**config.mk**
```make
export PLATFORM = sky130hd
export DESIGN_NAME = vga_sync_gen
export DESIGN_NICKNAME = d
export VERILOG_FILES = /design/src/rtl/vga_sync_gen.sv
export SDC_FILE = /design/constraint.sdc
export NUM_CORES = 1
export LEC_CHECK = 0
export CORE_AREA = 2 2 64 66
export DETAILED_ROUTE_END_ITERATION = 12
export DIE_AREA = 0 0 66 68
export SLEW_MARGIN = 20
export SYNTH_ARGS = -nofsm -noshare
export SYNTH_HDL_FRONTEND = slang
export SYNTH_SLANG_ARGS = --single-unit
```
**constraint.sdc**
```tcl
create_clock -name clk -period 3.35 [get_ports clk]
set_clock_uncertainty 0.1 [all_clocks]
set_input_delay 0.335 -clock clk [delete_from_list [all_inputs] [get_ports clk]]
set_output_delay 0.335 -clock clk [all_outputs]
set_load 0.005 [all_outputs]
```
**src/rtl/vga_sync_gen.sv**
```systemverilog
// 640x480@60 VGA timing generator: pixel tick, coordinates, sync pins and a frame strobe.
// Optional VGA_BLINK_EN adds a ~0.5 s blink output derived from a 30-frame counter.
module vga_sync_gen #(
  parameter int unsigned H_DISPLAY = 640,
  parameter int unsigned H_FRONT   = 16,
  parameter int unsigned H_SYNC    = 96,
  parameter int unsigned H_BACK    = 48,
  parameter int unsigned V_DISPLAY = 480,
  parameter int unsigned V_FRONT   = 10,
  parameter int unsigned V_SYNC    = 2,
  parameter int unsigned V_BACK    = 33,
  parameter int unsigned TICK_DIV  = 4
) (
  input  logic       clk,
  input  logic       reset,
  output logic       p_tick,
  output logic [9:0] pix_x,
  output logic [9:0] pix_y,
  output logic       video_on,
  output logic       hsync,
  output logic       vsync,
`ifdef VGA_BLINK_EN
  output logic       blink,
`endif
  output logic       frame_start
);

  localparam int unsigned CNT_W    = 10;
  localparam int unsigned H_TOTAL  = H_DISPLAY + H_FRONT + H_SYNC + H_BACK;
  localparam int unsigned V_TOTAL  = V_DISPLAY + V_FRONT + V_SYNC + V_BACK;
  localparam int unsigned HS_START = H_DISPLAY + H_FRONT;
  localparam int unsigned HS_END   = HS_START + H_SYNC - 1;
  localparam int unsigned VS_START = V_DISPLAY + V_FRONT;
  localparam int unsigned VS_END   = VS_START + V_SYNC - 1;
  localparam int unsigned DIV_W    = (TICK_DIV > 1) ? $clog2(TICK_DIV) : 1;

  logic [DIV_W-1:0] r_div;
  logic [CNT_W-1:0] r_x;
  logic [CNT_W-1:0] r_y;
  logic             r_tick;
  logic             r_video_on;
  logic             r_hsync;
  logic             r_vsync;
  logic             r_frame_start;

  logic             w_tick;
  logic             w_h_end;
  logic             w_v_end;
  logic             w_frame_wrap;
  logic [DIV_W-1:0] w_div_nxt;
  logic [CNT_W-1:0] w_x_nxt;
  logic [CNT_W-1:0] w_y_nxt;

  assign w_tick       = (r_div == DIV_W'(TICK_DIV - 1));
  assign w_h_end      = (r_x == CNT_W'(H_TOTAL - 1));
  assign w_v_end      = (r_y == CNT_W'(V_TOTAL - 1));
  assign w_frame_wrap = w_tick & w_h_end & w_v_end;

  // Next divider and coordinate values; decodes are taken from these so they align with the counters.
  always_comb begin
    w_div_nxt = r_div + DIV_W'(1);
    w_x_nxt   = r_x;
    w_y_nxt   = r_y;
    if (w_tick) begin
      w_div_nxt = '0;
      if (w_h_end) begin
        w_x_nxt = '0;
        w_y_nxt = w_v_end ? '0 : r_y + CNT_W'(1);
      end else begin
        w_x_nxt = r_x + CNT_W'(1);
      end
    end
  end

  always_ff @(posedge clk or negedge reset) begin
    if (!reset) begin
      r_div         <= '0;
      r_x           <= '0;
      r_y           <= '0;
      r_tick        <= 1'b0;
      r_video_on    <= 1'b1;
      r_hsync       <= 1'b1;
      r_vsync       <= 1'b1;
      r_frame_start <= 1'b0;
    end else begin
      r_div         <= w_div_nxt;
      r_x           <= w_x_nxt;
      r_y           <= w_y_nxt;
      r_tick        <= w_tick;
      r_video_on    <= (w_x_nxt < CNT_W'(H_DISPLAY)) && (w_y_nxt < CNT_W'(V_DISPLAY));
      r_hsync       <= !((w_x_nxt >= CNT_W'(HS_START)) && (w_x_nxt <= CNT_W'(HS_END)));
      r_vsync       <= !((w_y_nxt >= CNT_W'(VS_START)) && (w_y_nxt <= CNT_W'(VS_END)));
      r_frame_start <= w_frame_wrap;
    end
  end

`ifdef VGA_BLINK_EN
  localparam int unsigned FCNT_W    = 5;
  localparam int unsigned BLINK_FRM = 30;

  logic [FCNT_W-1:0] r_fcnt;
  logic              r_blink;

  // Blink half period is BLINK_FRM frames.
  always_ff @(posedge clk or negedge reset) begin
    if (!reset) begin
      r_fcnt  <= '0;
      r_blink <= 1'b0;
    end else if (w_frame_wrap) begin
      if (r_fcnt == FCNT_W'(BLINK_FRM - 1)) begin
        r_fcnt  <= '0;
        r_blink <= ~r_blink;
      end else begin
        r_fcnt <= r_fcnt + FCNT_W'(1);
      end
    end
  end

  assign blink = r_blink;
`endif

  assign p_tick      = r_tick;
  assign pix_x       = r_x;
  assign pix_y       = r_y;
  assign video_on    = r_video_on;
  assign hsync       = r_hsync;
  assign vsync       = r_vsync;
  assign frame_start = r_frame_start;

endmodule

```
==> impl_metrics.json, run 1 <==
{
  "cp.buffers_inverters": 0,
  "ios": 27,
  "cts-root-buf": "clkbuf_8",
  "yosysWarnings": 0,
  "use_met1_pct": 21.4,
  "h-tree-depth": 1,
  "synth_cell_type_count": 44,
  "crit_slowest_cell": "and4bb_1",
  "fin_crit_sh_pct": 77.8,
  "drc": 0,
  "placement.cell_area_um2": 1800,
  "synth-main-ff-cell": "dfrtp_1",
  "cts.sinks": 27,
  "final_area_um2": 1840,
  "via_count": 1156,
  "crit_path_max_fanout": 11,
  "layoutNonFillerInstCount": 218,
  "dpl.hpwl_um": 2430,
  "r2r_cells": 7,
  "busiest_layer": "met2",
  "synth_area_leaders": "dfrtp_1 (40%), dfstp_2 (5.2%), xnor2_1 (4.6%)",
  "clk_path_buf_depth": 2,
  "die_h_um": 68,
  "synthDominantCellAreaShare_pct": 39.7,
  "n_antenna_cell": 0,
  "critPathTopFamily": "simple AND/OR/NAND/NOR gates",
  "ys_async_sr_fraction_pct": 100,
  "synth-edff-count": 0,
  "syn-num-nets": 149,
  "reg2reg_from": "r_div[0]",
  "drtIter0Drc": 66,
  "final_common_cell": "clkdlybuf4s50_1",
  "grt_setup_unrepaired": "false",
  "final_net_count": 175,
  "p_leak_nw": 0.754,
  "maxCapViolCount": 0,
  "finalSetupViolCount": 0,
  "endpoint_kind": "flop",
  "setup_tns_ns": 0,
  "track_usage_pct": 16.4,
  "cp.required_ns": 3.45,
  "r2r-end": "vsync",
  "core_um2": 3860,
  "path_class": "reg2reg",
  "ant_nets": 0,
  "cpPeakStageDelay_ns": 0.51,
  "powerDensity_nw_per_um2": 281,
  "syn_inst": 143,
  "ys_ff_latch": 27,
  "grt_use_met3_pct": 2.14,
  "start_util_pct": 39.2,
  "cts_resized": 0,
  "status": "completed",
  "slew_headroom_pct": 64.8,
  "yosysSeqAreaShare_pct": 45.0,
  "grt_pass1_vias": 1202,
  "viasPerCell": 5.30,
  "totalWireLength_um": 3210,
  "wire_per_inst_um": 14.7,
  "post_cts_buffers": 0,
  "synth.largest_area_cell": "dfrtp_1",
  "clk_pin_slew_worst_paths_ns": 0.09,
  "syn2layout_area_growth_pct": 21.9,
  "cts_tree": "yes",
  "first_pass_iters": 4,
  "reg2reg_setup_slack_ns": 0.74,
  "globalplace.congestion": 0.818,
  "grtUsageMet2_pct": 27.9,
  "cts_hold_repair.buffers": 0,
  "clkLatencyLatePin_ns": 0.27,
  "post_route_cells_drive_above_1_share_pct": 10.7,
  "arrival_ns": 2.70,
  "cts-buffers-inserted": 3,
  "dieWidth_um": 66,
  "fin_util_pct": 47.8,
  "path_cells": "ha_1 -> nand3_4 -> and4bb_1 -> nand4_1 -> xor2_1 -> and4b_1 -> or4b_1",
  "fillCellCount": 371,
  "port_buffers": 26,
  "grt_max_degree": 28,
  "hold_viol": 0,
  "hold_class": "in2async",
  "fmaxAchievable_ghz": 0.384,
  "worst_slew_pin_slew_ns": 0.525,
  "ir_worst_vdd_uv": 138,
  "grt_overflow": 0,
  "synth_area_per_cell_um2": 10.6,
  "maxSlewViolCount": 0,
  "power_uw": 517,
  "post_synth_instance_area_um2": 1510,
  "dp_cells": 214,
  "fin_crit_ns": 2.61,
  "dieArea_um2": 4490,
  "final_cell_mix": "clkdlybuf4s50_1 (26), dfrtp_1 (24), nand2_1 (16)",
  "grt_antenna_before_repair": 0,
  "grt_pass1_wl_um": 5620,
  "startpoint_type": "flop",
  "row_count": 23
}
==> Yosys cell counts, types with 2 or more instances <==
master and number:
or3_1 4, dfstp_2 3, ha_1 4, buf_6 2
o21ai_0 9, a31oi_1 2, nor2_1 6, a21oi_1 2
o211ai_1 2, and3_1 3, inv_1 6, xnor2_1 8
xor2_1 3, nand3_1 10, nor4_4 3, o31ai_1 2
dfrtp_1 24, nand2_1 16, nand4_1 7, buf_2 2
nor4_1 2
==> stage by stage <==
stage | worst slack (ns) | hold WS (ns)
after global placement | 0.847 | 0.312
final | 0.744 | 0.323
after global routing | 0.564 | 0.350
after floorplan | 1.14 | -0.0606
after detailed placement | 0.749 | 0.320
after CTS | 0.741 | 0.331
==> worst max-delay path by stage <==
| stage | startpoint | endpoint | slack (ns) | depth (start not counted) |
|---|---|---|---|---|
| after detailed placement | r_div[0] | vsync | 0.75 | 7 |
| after global placement | r_div[0] | vsync | 0.85 | 7 |
| after floorplan | pix_x[0] | vsync | 1.14 | 7 |
| after global routing | r_div[0] | vsync | 0.56 | 7 |
| after CTS | r_div[0] | vsync | 0.74 | 7 |
| final | r_div[0] | vsync | 0.74 | 7 |
==> registers in the layout, indices dropped and copies added, names as in the netlist <==
| signal | cells |
|---|---|
| frame_start | 1 |
| p_tick | 1 |
| hsync | 1 |
| pix_y | 10 |
| r_div | 2 |
| pix_x | 10 |
| video_on | 1 |
| vsync | 1 |
==> cell families after synthesis <==
kind of cell               Yosys count  synth area share, %
and+or+nand+nor                     66                 31.2
DFF                                 27                 45.0
AOI/OAI and AO/OA                   22                 9.11
buffers and inverters               12                 4.39
xor gates and xnor gates            11                 6.37
adders and majority gates            4                 3.31
muxes                                1                0.662
==> routing by layer <==
| metal | share of wire (%) | wire, µm | vias up |
|---|---|---|---|
| met2 | 48 | 1540 | 26 |
| met5 | 0 | 0 | - |
| li1 | - | - | 566 |
| met1 | 47 | 1520 | 559 |
| met4 | 1.6 | 51 | 0 |
| met3 | 3.0 | 96 | 5 |
==> final cells by class <==
cell class,instances,area (µm²),share of cell area [%]
clock buffers,4,45.0,2.44
inverters,6,22.5,1.22
well taps,50,62.6,3.39
repair buffers,27,268,14.5
multi-input cells,104,766,41.5
flip-flops and latches,27,679,36.9
==> report_power, final <==
part / switching [mW] / internal, mW / total [mW]
logic: 0.00607 / 0.00178 / 0.00785
registers: 0 / 0.326 / 0.326
clock network: 0.0985 / 0.0852 / 0.184
==> worst reg2reg max path: cells and delay by family (launching register included) <==
kind,cells,cell delay (ns)
XOR/XNOR,1,0.16
adder cells (fa/ha/maj),1,0.40
flip-flops,1,0.35
AND/OR/NAND/NOR,5,1.51
Note: power is estimated with default switching activity, not from simulation.
==> inputs of run 2 (changes only) <==
--- a/config.mk
+++ b/config.mk
@@ -8,6 +8,7 @@
 export CORE_AREA = 2 2 64 66
 export DETAILED_ROUTE_END_ITERATION = 12
 export DIE_AREA = 0 0 66 68
+export PLACE_DENSITY = 0.66
 export SLEW_MARGIN = 20
 export SYNTH_ARGS = -nofsm -noshare
 export SYNTH_HDL_FRONTEND = slang
==> constraint.sdc (replaced) <==
create_clock -name clk -period 2.32 [get_ports clk]
set_clock_uncertainty 0.1 [all_clocks]
set_input_delay 0.232 -clock clk [delete_from_list [all_inputs] [get_ports clk]]
set_output_delay 0.232 -clock clk [all_outputs]
set_load 0.005 [all_outputs]
==> impl_metrics.json, run 2 (synthesis gave the netlist of run 1 again) <==
{
  "viasPerCell": 5.22,
  "power.internal_uw": 596,
  "cp.required_ns": 2.41,
  "grt_max_degree": 28,
  "p_leak_nw": 0.873,
  "worst_slew_pin_slew_ns": 0.494,
  "final_area_um2": 2050,
  "final_cell_mix": "clkdlybuf4s50_1 (26), buf_4 (23), dfrtp_1 (22)",
  "start_util_pct": 39.2,
  "port_buffers": 26,
  "ios": 27,
  "final_net_count": 197,
  "clk_pin_slew_worst_paths_ns": 0.09,
  "crit_path_max_fanout": 4,
  "cts_tree": "yes",
  "clkPwrFrac_pct": 35.5,
  "combPwrFrac_pct": 1.6,
  "power_uw": 747,
  "slew_headroom_pct": 66.8,
  "first_pass_iters": 4,
  "row_count": 23,
  "wire_per_inst_um": 14.1,
  "fin_crit_sh_pct": 99.3,
  "reg2reg_setup_slack_ns": 0.02,
  "totalWireLength_um": 3390,
  "fin_util_pct": 53.2,
  "fin_crit_ns": 2.30,
  "arrival_ns": 2.39,
  "globalplace.congestion": 0.872,
  "power_switching_uw": 152,
  "dieWidth_um": 66,
  "status": "completed",
  "core_um2": 3860,
  "finalSetupViolCount": 0,
  "drtIter0Drc": 60,
  "cts_hold_repair.buffers": 0,
  "h-tree-depth": 1,
  "track_usage_pct": 16.7,
  "drc": 0,
  "hold_class": "in2async",
  "maxSlewViolCount": 0,
  "clkLatencyLatePin_ns": 0.27,
  "syn2layout_area_growth_pct": 35.8,
  "post_route_cells_drive_above_1_share_pct": 25.3,
  "startpoint_type": "flop",
  "cts.sinks": 27,
  "cts-buffers-inserted": 3,
  "p_sw_share_pct": 20.3,
  "seqPwrFrac_pct": 62.9,
  "grt_overflow": 0,
  "via_count": 1253,
  "hold_viol": 0,
  "n_antenna_cell": 0,
  "dieArea_um2": 4490,
  "die_h_um": 68,
  "ant_nets": 0,
  "path_class": "reg2reg",
  "dp_cells": 234,
  "powerDensity_nw_per_um2": 364,
  "fmaxAchievable_ghz": 0.434,
  "setup_tns_ns": 0,
  "endpoint_kind": "flop",
  "clk_path_buf_depth": 2,
  "grt_antenna_before_repair": 0,
  "dpl.hpwl_um": 2570,
  "final_common_cell": "clkdlybuf4s50_1",
  "grt_setup_unrepaired": "true",
  "cts-root-buf": "clkbuf_8",
  "grt_pass1_vias": 1284,
  "maxCapViolCount": 0,
  "layoutNonFillerInstCount": 240,
  "grt_pass1_wl_um": 5800,
  "placement.cell_area_um2": 1950,
  "ir_worst_vdd_uv": 151
}
run 2: cell types whose count changed in the layout (fill, tap and decap cells not counted), moves of 2 or more:
cell / delta
dfrtp_2: +2
buf_4: +22
ha_1: -3
ha_4: +2
dfrtp_1: -2
run 2: critical path, cell delays in order (launching register included):
cell      delay (ns)
dfrtp_1         0.41
ha_4            0.18
nand3_4         0.11
and4bb_2        0.39
nand4_1         0.17
xor2_1          0.21
and4b_1         0.23
or4b_1          0.43
run 2: worst paths after layout:
| path | start | end | depth (start not counted) |
|---|---|---|---|
| worst min-delay path | reset | pix_y[4] | 2 |
| worst max-delay path | r_div[0] | vsync | 7 |
| worst min register to register | r_div[0] | r_div[0] | 1 |
| min in group clk | r_div[0] | r_div[0] | 1 |
| worst max register to register | r_div[0] | vsync | 7 |
| max in group asynchronous | reset | hsync | 2 |
run 2: final cells by class:
cell class | instances | area [µm²]
tap | 50 | 62.6
timing repair buffer | 49 | 433
inverter | 6 | 22.5
sequential | 27 | 682
multi-input combinational | 104 | 808
fill | 357 | 1800
clock buffer | 4 | 45.0
run 2: through the flow:
stage,setup slack (ns),hold slack [ns]
2_1_floorplan,0.106,-0.164
3_3_place_gp,0.0206,0.315
3_5_place_dp,-0.00865,0.341
4_1_cts,0.0125,0.233
5_1_grt,-0.114,0.267
6_report,0.0173,0.227
run 2: routing by layer:
metal  share of wire, %  track usage, %  wire, µm
met5                  0               0         0
met3                4.8            2.80       164
met2                 52            31.1      1760
met1                 42            19.7      1430
met4                1.1            5.36        36
run 2: timing repair:
item                       4_1_cts  5_1_grt
setup buffers                    0        2
setup endpoints to repair        2        2
gates resized for setup          2        9
pin swaps                        0        4
hold endpoints to repair         0        0
run 2: power by group through the flow:
stage,Sequential (mW),Clock (mW),Combinational [mW]
6_report,0.470,0.265,0.0117
5_1_grt,0.471,0.306,0.0140
4_1_cts,0.471,0.277,0.0125
3_5_place_dp,0.480,0,0.0126
3_3_place_gp,0.480,0,0.0120
2_1_floorplan,0.480,0,0.000000310
